**src/rtl/bc_ctrl_pkg.sv**
```systemverilog
// Shared encodings for the accumulator-CPU control sequencer: bus sources,
// strobe bit positions, ALU codes, opcodes and timing states.
package bc_ctrl_pkg;

  typedef enum logic [2:0] {
    T0 = 3'd0, T1 = 3'd1, T2 = 3'd2, T3 = 3'd3,
    T4 = 3'd4, T5 = 3'd5, T6 = 3'd6, HALT = 3'd7
  } state_t;

  localparam logic [2:0] SEL_NONE = 3'd0;
  localparam logic [2:0] SEL_AR   = 3'd1;
  localparam logic [2:0] SEL_PC   = 3'd2;
  localparam logic [2:0] SEL_DR   = 3'd3;
  localparam logic [2:0] SEL_AC   = 3'd4;
  localparam logic [2:0] SEL_IR   = 3'd5;
  localparam logic [2:0] SEL_TR   = 3'd6;
  localparam logic [2:0] SEL_MEM  = 3'd7;

  localparam int LD_AR = 5, LD_PC = 4, LD_DR = 3, LD_AC = 2, LD_IR = 1, LD_TR = 0;
  localparam int INC_AR = 3, INC_PC = 2, INC_DR = 1, INC_AC = 0;
  localparam int CLR_AR = 2, CLR_PC = 1, CLR_AC = 0;

  localparam logic [1:0] ALU_AND  = 2'd0;
  localparam logic [1:0] ALU_ADD  = 2'd1;
  localparam logic [1:0] ALU_PASS = 2'd2;
  localparam logic [1:0] ALU_CMA  = 2'd3;

  localparam logic [2:0] OP_AND  = 3'd0;
  localparam logic [2:0] OP_ADD  = 3'd1;
  localparam logic [2:0] OP_LDA  = 3'd2;
  localparam logic [2:0] OP_STA  = 3'd3;
  localparam logic [2:0] OP_BUN  = 3'd4;
  localparam logic [2:0] OP_BSA  = 3'd5;
  localparam logic [2:0] OP_ISZ  = 3'd6;
  localparam logic [2:0] OP_RREF = 3'd7;

  // register-reference bit positions within ir
  localparam int RR_CLA = 11, RR_CMA = 9, RR_INC = 5;
  localparam int RR_SPA = 4, RR_SNA = 3, RR_SZA = 2, RR_HLT = 0;

  typedef struct packed {
    logic [2:0] bus_sel;
    logic [5:0] load;
    logic [3:0] inc;
    logic [2:0] clr;
    logic [1:0] alu_op;
    logic       mem_we;
    logic       illegal;
  } ctrl_t;

endpackage

```
**src/rtl/bc_ctrl_decode.sv**
```systemverilog
// Combinational map of (timing state, IR, status flags) to datapath strobes
// and the next timing state.
module bc_ctrl_decode
  import bc_ctrl_pkg::*;
(
  input  state_t      state,
  input  logic [15:0] ir,
  input  logic        ac_zero,
  input  logic        ac_neg,
  input  logic        dr_zero,
  output ctrl_t       ctrl,
  output state_t      nxt
);

  logic       ind;
  logic [2:0] op;
  logic       skip;
  logic       unused;

  assign ind  = ir[15];
  assign op   = ir[14:12];
  assign skip = (ir[RR_SPA] & ~ac_neg & ~ac_zero) | (ir[RR_SNA] & ac_neg) |
                (ir[RR_SZA] & ac_zero);
  // NOP bits of the register-reference group
  assign unused = ^{ir[10], ir[8:6], ir[1]};

  always_comb begin
    ctrl = '0;
    nxt  = state;
    case (state)
      T0: begin
        ctrl.bus_sel      = SEL_PC;
        ctrl.load[LD_AR]  = 1'b1;
        nxt               = T1;
      end
      T1: begin
        ctrl.bus_sel      = SEL_MEM;
        ctrl.load[LD_IR]  = 1'b1;
        ctrl.inc[INC_PC]  = 1'b1;
        nxt               = T2;
      end
      T2: begin
        ctrl.bus_sel      = SEL_IR;
        ctrl.load[LD_AR]  = 1'b1;
        nxt               = T3;
      end
      T3: begin
        if (op == OP_RREF) begin
          if (!ind) begin
            if (ir[RR_CLA])      ctrl.clr[CLR_AC] = 1'b1;
            else if (ir[RR_CMA]) begin
              ctrl.alu_op      = ALU_CMA;
              ctrl.load[LD_AC] = 1'b1;
            end
            else if (ir[RR_INC]) ctrl.inc[INC_AC] = 1'b1;
            ctrl.inc[INC_PC] = skip;
            nxt = ir[RR_HLT] ? HALT : T0;
          end else begin
            ctrl.illegal = 1'b1;
            nxt          = T0;
          end
        end else if (ind) begin
          ctrl.bus_sel     = SEL_MEM;
          ctrl.load[LD_AR] = 1'b1;
          nxt              = T4;
        end else begin
          nxt = T4;
        end
      end
      T4: begin
        case (op)
          OP_AND, OP_ADD, OP_LDA, OP_ISZ: begin
            ctrl.bus_sel     = SEL_MEM;
            ctrl.load[LD_DR] = 1'b1;
            nxt              = T5;
          end
          OP_STA: begin
            ctrl.bus_sel = SEL_AC;
            ctrl.mem_we  = 1'b1;
            nxt          = T0;
          end
          OP_BUN: begin
            ctrl.bus_sel     = SEL_AR;
            ctrl.load[LD_PC] = 1'b1;
            nxt              = T0;
          end
          OP_BSA: begin
            ctrl.bus_sel     = SEL_PC;
            ctrl.mem_we      = 1'b1;
            ctrl.inc[INC_AR] = 1'b1;
            nxt              = T5;
          end
          default: nxt = T0;
        endcase
      end
      T5: begin
        case (op)
          OP_AND: begin ctrl.alu_op = ALU_AND;  ctrl.load[LD_AC] = 1'b1; nxt = T0; end
          OP_ADD: begin ctrl.alu_op = ALU_ADD;  ctrl.load[LD_AC] = 1'b1; nxt = T0; end
          OP_LDA: begin ctrl.alu_op = ALU_PASS; ctrl.load[LD_AC] = 1'b1; nxt = T0; end
          OP_BSA: begin
            ctrl.bus_sel     = SEL_AR;
            ctrl.load[LD_PC] = 1'b1;
            nxt              = T0;
          end
          OP_ISZ: begin ctrl.inc[INC_DR] = 1'b1; nxt = T6; end
          default: nxt = T0;
        endcase
      end
      T6: begin
        // dr_zero already reflects the DR incremented in T5
        ctrl.bus_sel     = SEL_DR;
        ctrl.mem_we      = 1'b1;
        ctrl.inc[INC_PC] = dr_zero;
        nxt              = T0;
      end
      HALT:    nxt = HALT;
      default: nxt = T0;
    endcase
  end

endmodule

```
**src/rtl/bc_control_seq.sv**
```systemverilog
// Hardwired fetch/decode/execute sequencer: timing-state register plus the
// combinational strobe decoder. Strobes are forced low while rst is high.
module bc_control_seq
  import bc_ctrl_pkg::*;
#(
  parameter bit AUTO_START = 1'b1,
  parameter int ADDR_W     = 12
) (
  input  logic        clk,
  input  logic        rst,
  input  logic        start,
  input  logic [15:0] ir,
  input  logic        ac_zero,
  input  logic        ac_neg,
  input  logic        dr_zero,
  output logic [2:0]  bus_sel,
  output logic [5:0]  load,
  output logic [3:0]  inc,
  output logic [2:0]  clr,
  output logic [1:0]  alu_op,
  output logic        mem_we,
  output logic        running,
  output logic [2:0]  sc,
  output logic        illegal
);

  localparam state_t RST_ST = AUTO_START ? T0 : HALT;

  state_t            state, nxt;
  ctrl_t             ctrl;
  logic [ADDR_W-1:0] unused_addr;

  // the operand address field is consumed by the datapath, not here
  assign unused_addr = ir[ADDR_W-1:0];

  always_ff @(posedge clk or posedge rst) begin
    if (rst)                          state <= RST_ST;
    else if (state == HALT && start)  state <= T0;
    else                              state <= nxt;
  end

  bc_ctrl_decode u_dec (
    .state   (state),
    .ir      (ir),
    .ac_zero (ac_zero),
    .ac_neg  (ac_neg),
    .dr_zero (dr_zero),
    .ctrl    (ctrl),
    .nxt     (nxt)
  );

  always_comb begin
    {bus_sel, load, inc, clr, alu_op, mem_we, illegal} = '0;
    if (!rst) {bus_sel, load, inc, clr, alu_op, mem_we, illegal} = ctrl;
  end

  assign running = !rst && (state != HALT);
  assign sc      = state;

endmodule

```
**config.mk**
```make
export PLATFORM = sky130hd
export DESIGN_NAME = bc_control_seq
export DESIGN_NICKNAME = d
export VERILOG_FILES = /design/src/rtl/bc_ctrl_pkg.sv /design/src/rtl/bc_ctrl_decode.sv /design/src/rtl/bc_control_seq.sv
export SDC_FILE = /design/constraint.sdc
export NUM_CORES = 1
export LEC_CHECK = 0
export ABC_AREA = 1
export CAP_MARGIN = 10
export CELL_PAD_IN_SITES_DETAIL_PLACEMENT = 0
export CELL_PAD_IN_SITES_GLOBAL_PLACEMENT = 1
export CORE_MARGIN = 4
export CORE_UTILIZATION = 38
export CTS_CLUSTER_DIAMETER = 150
export DETAILED_ROUTE_END_ITERATION = 16
export DONT_BUFFER_PORTS = 1
export GPL_ROUTABILITY_DRIVEN = 0
export GPL_TIMING_DRIVEN = 0
export PLACE_DENSITY_LB_ADDON = 0.1
export REMOVE_ABC_BUFFERS = 1
export SETUP_SLACK_MARGIN = 0.5
export SYNTH_ARGS = -nofsm -noshare
export SYNTH_HDL_FRONTEND = slang
export SYNTH_SLANG_ARGS = --single-unit
```
**constraint.sdc**
```tcl
create_clock -name clk -period 1.95 [get_ports clk]
set_input_delay 0.39 -clock clk [delete_from_list [all_inputs] [get_ports clk]]
set_output_delay 0.39 -clock clk [all_outputs]
set_load 0.01 [all_outputs]
```
Word-level counts from Yosys, hierarchy flattened
Index checks and enable logic that the tools add are counted.
{"block": "totals", "reg_bits": 3, "word_cells": 91}
{"block": "op_classes", "n_eq_ne": 15, "muxes": 57, "bitwise_logic": 8, "reduce_logical": 10}
{"operator": "$mux W1", "n": 31}
{"operator": "$mux W3", "n": 9}
{"operator": "$eq A3 B3 Y1 const B", "n": 8}
{"operator": "$pmux W3 S8", "n": 1}
{"operator": "$pmux W3 S7", "n": 1}
{"operator": "$eq A3 B2 Y1 const B", "n": 4}
{"operator": "$mux W4", "n": 3}
{"operator": "$pmux W3 S4", "n": 1}
{"operator": "$pmux W1 S2", "n": 4}
{"operator": "$pmux W2 S2", "n": 2}
{"operator": "$eq A3 B1 Y1 const B", "n": 2}
{"operator": "$logic_not A3 Y1", "n": 2}
{"operator": "$mux W2", "n": 3}
{"operator": "$mux W6", "n": 1}
{"operator": "$reduce_or A5 Y1", "n": 1}
{"operator": "$and A1 B1 Y1", "n": 4}
{"operator": "$reduce_or A2 Y1", "n": 2}
{"operator": "$reduce_or A4 Y1", "n": 1}
{"operator": "$ne A3 B3 Y1 const B", "n": 1}
{"operator": "$pmux W1 S3", "n": 1}
{"operator": "$reduce_or A3 Y1", "n": 1}
{"operator": "$logic_and A1 B1 Y1", "n": 2}
{"operator": "$not A1 Y1", "n": 2}
{"operator": "$or A1 B1 Y1", "n": 2}
{"operator": "$logic_not A1 Y1", "n": 1}

Depth between registers and ports, before layout
{"block": "depth", "ltp_word": 9, "depth_mapped": 8}

Hierarchy
From an unflattened synthesis, not the netlist that was laid out.
{"block": "unflattened", "cells_unflattened": 156, "area_unflattened_um2": 780.7}
{"mod": "bc_ctrl_decode", "instances": 1, "cells_per_inst": 99, "area_each_um2": 484.2}
{"mod": "bc_control_seq", "instances": 1, "cells_per_inst": 57, "area_each_um2": 296.5}

Worst setup path after synthesis
No wires, ideal clock.
{"block": "synth_timing", "path_type": "register -> output", "start": "register state[1] (netlist: sc[1])", "end": "output bus_sel[0]", "arrival_time_ns": 1.166, "path_slack_ns": 0.394, "path_stages_with_launch": 7, "cell_sequence": "dfrtp_1 -> buf_4 -> inv_2 -> nand3_1 -> nor2_2 -> nor2_1 -> a21oi_1"}
{"block": "synth_via", "elab_chain_cells": 3}
{"element": "start, declared", "line": "bc_control_seq.sv:29", "source": "state_t state, nxt;"}
{"element": "start signal, assigned", "line": "bc_control_seq.sv:39", "source": "else state <= nxt;"}
{"element": "$eq A3 B3 Y1, or another cell as far along", "line": "bc_ctrl_decode.sv:30", "source": "case (state)"}
{"element": "$pmux W3 S7 (*)", "line": "bc_ctrl_decode.sv:30"}
{"element": "$mux W3 (*)", "line": "bc_control_seq.sv:54", "source": "if (!rst) {bus_sel, load, inc, clr, alu_op, mem_we, illegal} = ctrl;"}
{"element": "end, declared", "line": "bc_control_seq.sv:16", "source": "output logic [2:0] bus_sel,"}
Every way passes the cells marked *; elsewhere a longest branch is shown, timed or not.

Final worst setup path
{"block": "layout_timing", "start": "register state[0] (netlist: sc[0])", "end": "output clr[0]"}
{"block": "layout_via", "elab_chain_cells": 3}
{"element": "$eq A3 B2 Y1", "line": "bc_ctrl_decode.sv:30"}
{"element": "$mux W1", "line": "bc_ctrl_decode.sv:30"}
{"element": "$mux W1", "line": "bc_control_seq.sv:54"}
{"element": "end, declared", "line": "bc_control_seq.sv:19", "source": "output logic [2:0] clr,"}
Every way passes these cells.

==> results by group <==
Outcome
  – Status: completed

Power and ir drop
  – PwrDens: 1062 nW/um^2
  – VDD IR max: 0.8891 mV
  – Leak Pwr: about 0.37 nW

Floorplanning
  – Die Span Y: around 48 microns
  – Die area: 2352 sq um
  – Core Box Area: 1524 sq um
  – Initial Util: 40.89%
  – Number of I/O pins: 46
  – # rows: 14
  – Die X: between 40 and 50 microns

Routing
  – Initial DRC count: 15
  – M1 WL: 749 microns
  – Routed len/inst: 13.76 microns
  – Met3 routed WL: 154 microns
  – Vias: 781
  – DR pass1 iterations: 4
  – DRC: 0
  – Final ANT Viol Nets: 0
  – Met2 routed WL: 998 microns
  – Final WL: 1926 microns
  – Highest routed layer: met4
  – Via/cell ratio: 5.579

Global routing
  – Gr usage total: approximately 16%
  – First-pass GRT wire length: 3132 microns
  – Vias in the first global route: 709
  – Global route total overflow: 0
  – Initial antenna violation count: 0
  – Largest net degree at the start of global routing: 15

Worst hold path
  – Hold/Removal Path Class: input pin to register

Finish
  – Layout area overhead: 31.12%
  – N_diodes: 0
  – Share of layout cells above drive strength 1: 39.52%
  – Final Util: between 50 and 60%
  – Nets: 147
  – Fillers: 166
  – Most frequent cells in the layout: nand2_1, inv_1, nor2_1, nand3_1, inv_2
  – Most common cell after layout, fill and taps aside: nand2_1
  – Max reg flops: 3

Timing
  – Fin. Hold Viols: 0
  – Hold WS: 383.7 ps
  – Tmin final: 1816 ps
  – RSZ-0062 raised after global routing: yes
  – # setup viols final: 0
  – Final Cycle Share: just over 90%
  – F_max: 550.5 MHz
  – Clock skew: slightly above 8 ps
  – Max Slew Vio Count: 0
  – Final total negative setup slack: 0 ps

Synthesis
  – Mux cell area share after synthesis: 0%
  – Post-Synth Simple-Gate Area: 54.22%
  – Mapped Cells: 120
  – Synth warn: 0
  – Sequential share of the synthesized area: about an eighth
  – Mapped Area: 623.1 sq um
  – Synth Area in Compound Gates: 13.05%
  – Synth Area in Adders: 0%
  – XOR/XNOR Fraction of Synth Area: 0%
  – Largest family of logic cells by synthesized area: simple AND/OR/NAND/NOR gates
  – Syn_area_per_cell: 5.192 sq um
  – Post-synthesis cell type count: 22
  – Register bit total from synthesis: 3

Setup path
  – CP arrival: 1430 ps
  – CP Max Fanout: 8
  – CP required: between 1500 and 2000 ps
  – Crit path launch type: register
  – Worst Setup End Kind: primary output
  – CP Class: register to primary output

Clock tree
  – CTS tree: done
  – Clock Latency Late Sink: 250 ps
  – Clk sinks: 3
  – CTS Buffer Depth: 2
  – Inserted Clock Buffers: 3
  – Htree depth: 1
  – Worst-path clk slew: 40 ps
  – Root Driver: clkbuf_4

Placed design
  – Hpwl dp: 1379 microns
  – Port Buffers: 0

Flow run
  – Max cap viols: 0
-- routing by layer --
metal / vias up / track usage (%)
met5: - / 0
met4: 0 / 5.381
met3: 2 / 4.294
met2: 35 / 27.39
met1: 359 / 20.04
li1: 385 / -
-- report_power, final --
| group | switching (mW) | internal, mW | leakage, nW | total, mW |
|---|---|---|---|---|
| registers | 0.0907 | 0.0975 | 0.0336 | 0.188 |
| clock network | 0.0406 | 0.0772 | 0.0150 | 0.118 |
| logic | 0.356 | 0.205 | 0.324 | 0.562 |
-- final timing paths --
kind / start / to / slack [ps] / cells past startpoint
min in group asynchronous: rst / sc[1] / 580 / 2
max in group asynchronous: rst / sc[0] / 1190 / 2
max: sc[0] / clr[0] / 130 / 6
min: start / sc[0] / 380 / 3
max reg2reg: sc[1] / sc[0] / 710 / 6
min reg2reg: sc[0] / sc[0] / 780 / 3
-- synth_stat cells --
cell type | instances | share of area (%)
nor2_4 | 1 | 1.8
o21ai_0 | 4 | 3.2
a21oi_2 | 1 | 1.4
nor3_2 | 1 | 1.6
nand3b_1 | 2 | 2.4
o21ai_1 | 1 | 0.80
o211ai_1 | 1 | 1.2
dfrtp_1 | 3 | 12
nand3_1 | 15 | 12
conb_1 | 1 | 0.60
nor3_1 | 4 | 3.2
nand4_1 | 2 | 2.0
nor2_2 | 5 | 5.0
nand2_2 | 2 | 2.0
nand2_1 | 24 | 14
nor2_1 | 16 | 9.6
inv_2 | 2 | 1.2
buf_4 | 4 | 4.8
clkbuf_2 | 1 | 0.80
a21oi_1 | 8 | 6.4
inv_1 | 21 | 13
buf_1 | 1 | 0.60
-- cell families after synthesis --
| kind of cell | count (synthesis) |
|---|---|
| buffers and inverters | 29 |
| AO/OA/AOI/OAI | 15 |
| flip-flops | 3 |
| other | 1 |
| AND/OR/NAND/NOR | 72 |
-- worst max-delay path, cell delays in order (launching register included) --
cell     delay (ps)
dfrtp_2         480
nand2_2         100
nor2_4          140
nand2_2         100
nor2_4          100
inv_2            70
nor3_4          200
-- final cells by class --
cell class / instances / area (sq um) / area share, %
well taps: 16 / 20.02 / 2.450
repair buffers: 4 / 40.04 / 4.900
multi-input cells: 90 / 565.5 / 69.22
flip-flops and latches: 3 / 78.83 / 9.648
clock buffers: 4 / 26.28 / 3.216
inverters: 23 / 86.33 / 10.57
-- repair_timing --
action,in CTS,in global routing
setup buffers,2,1
hold buffers,1,0
resized for setup,34,15
hold endpoints to repair,3,0
endpoints found under the setup margin,18,18
pin swaps,9,8
-- per-stage QoR --
step           instance area (sq um)  setup WS [ps]  power [mW]  cells
4_1_cts                        757.0          144.9      0.8098    139
2_1_floorplan                  591.8          393.2      0.4863    116
3_3_place_gp                   611.8          217.4      0.5718    132
5_1_grt                        817.0          58.63      0.9501    140
3_5_place_dp                   611.8          215.0      0.5702    132
6_report                       817.0          133.5      0.8676    140
Note: power is estimated with default switching activity, not from simulation.
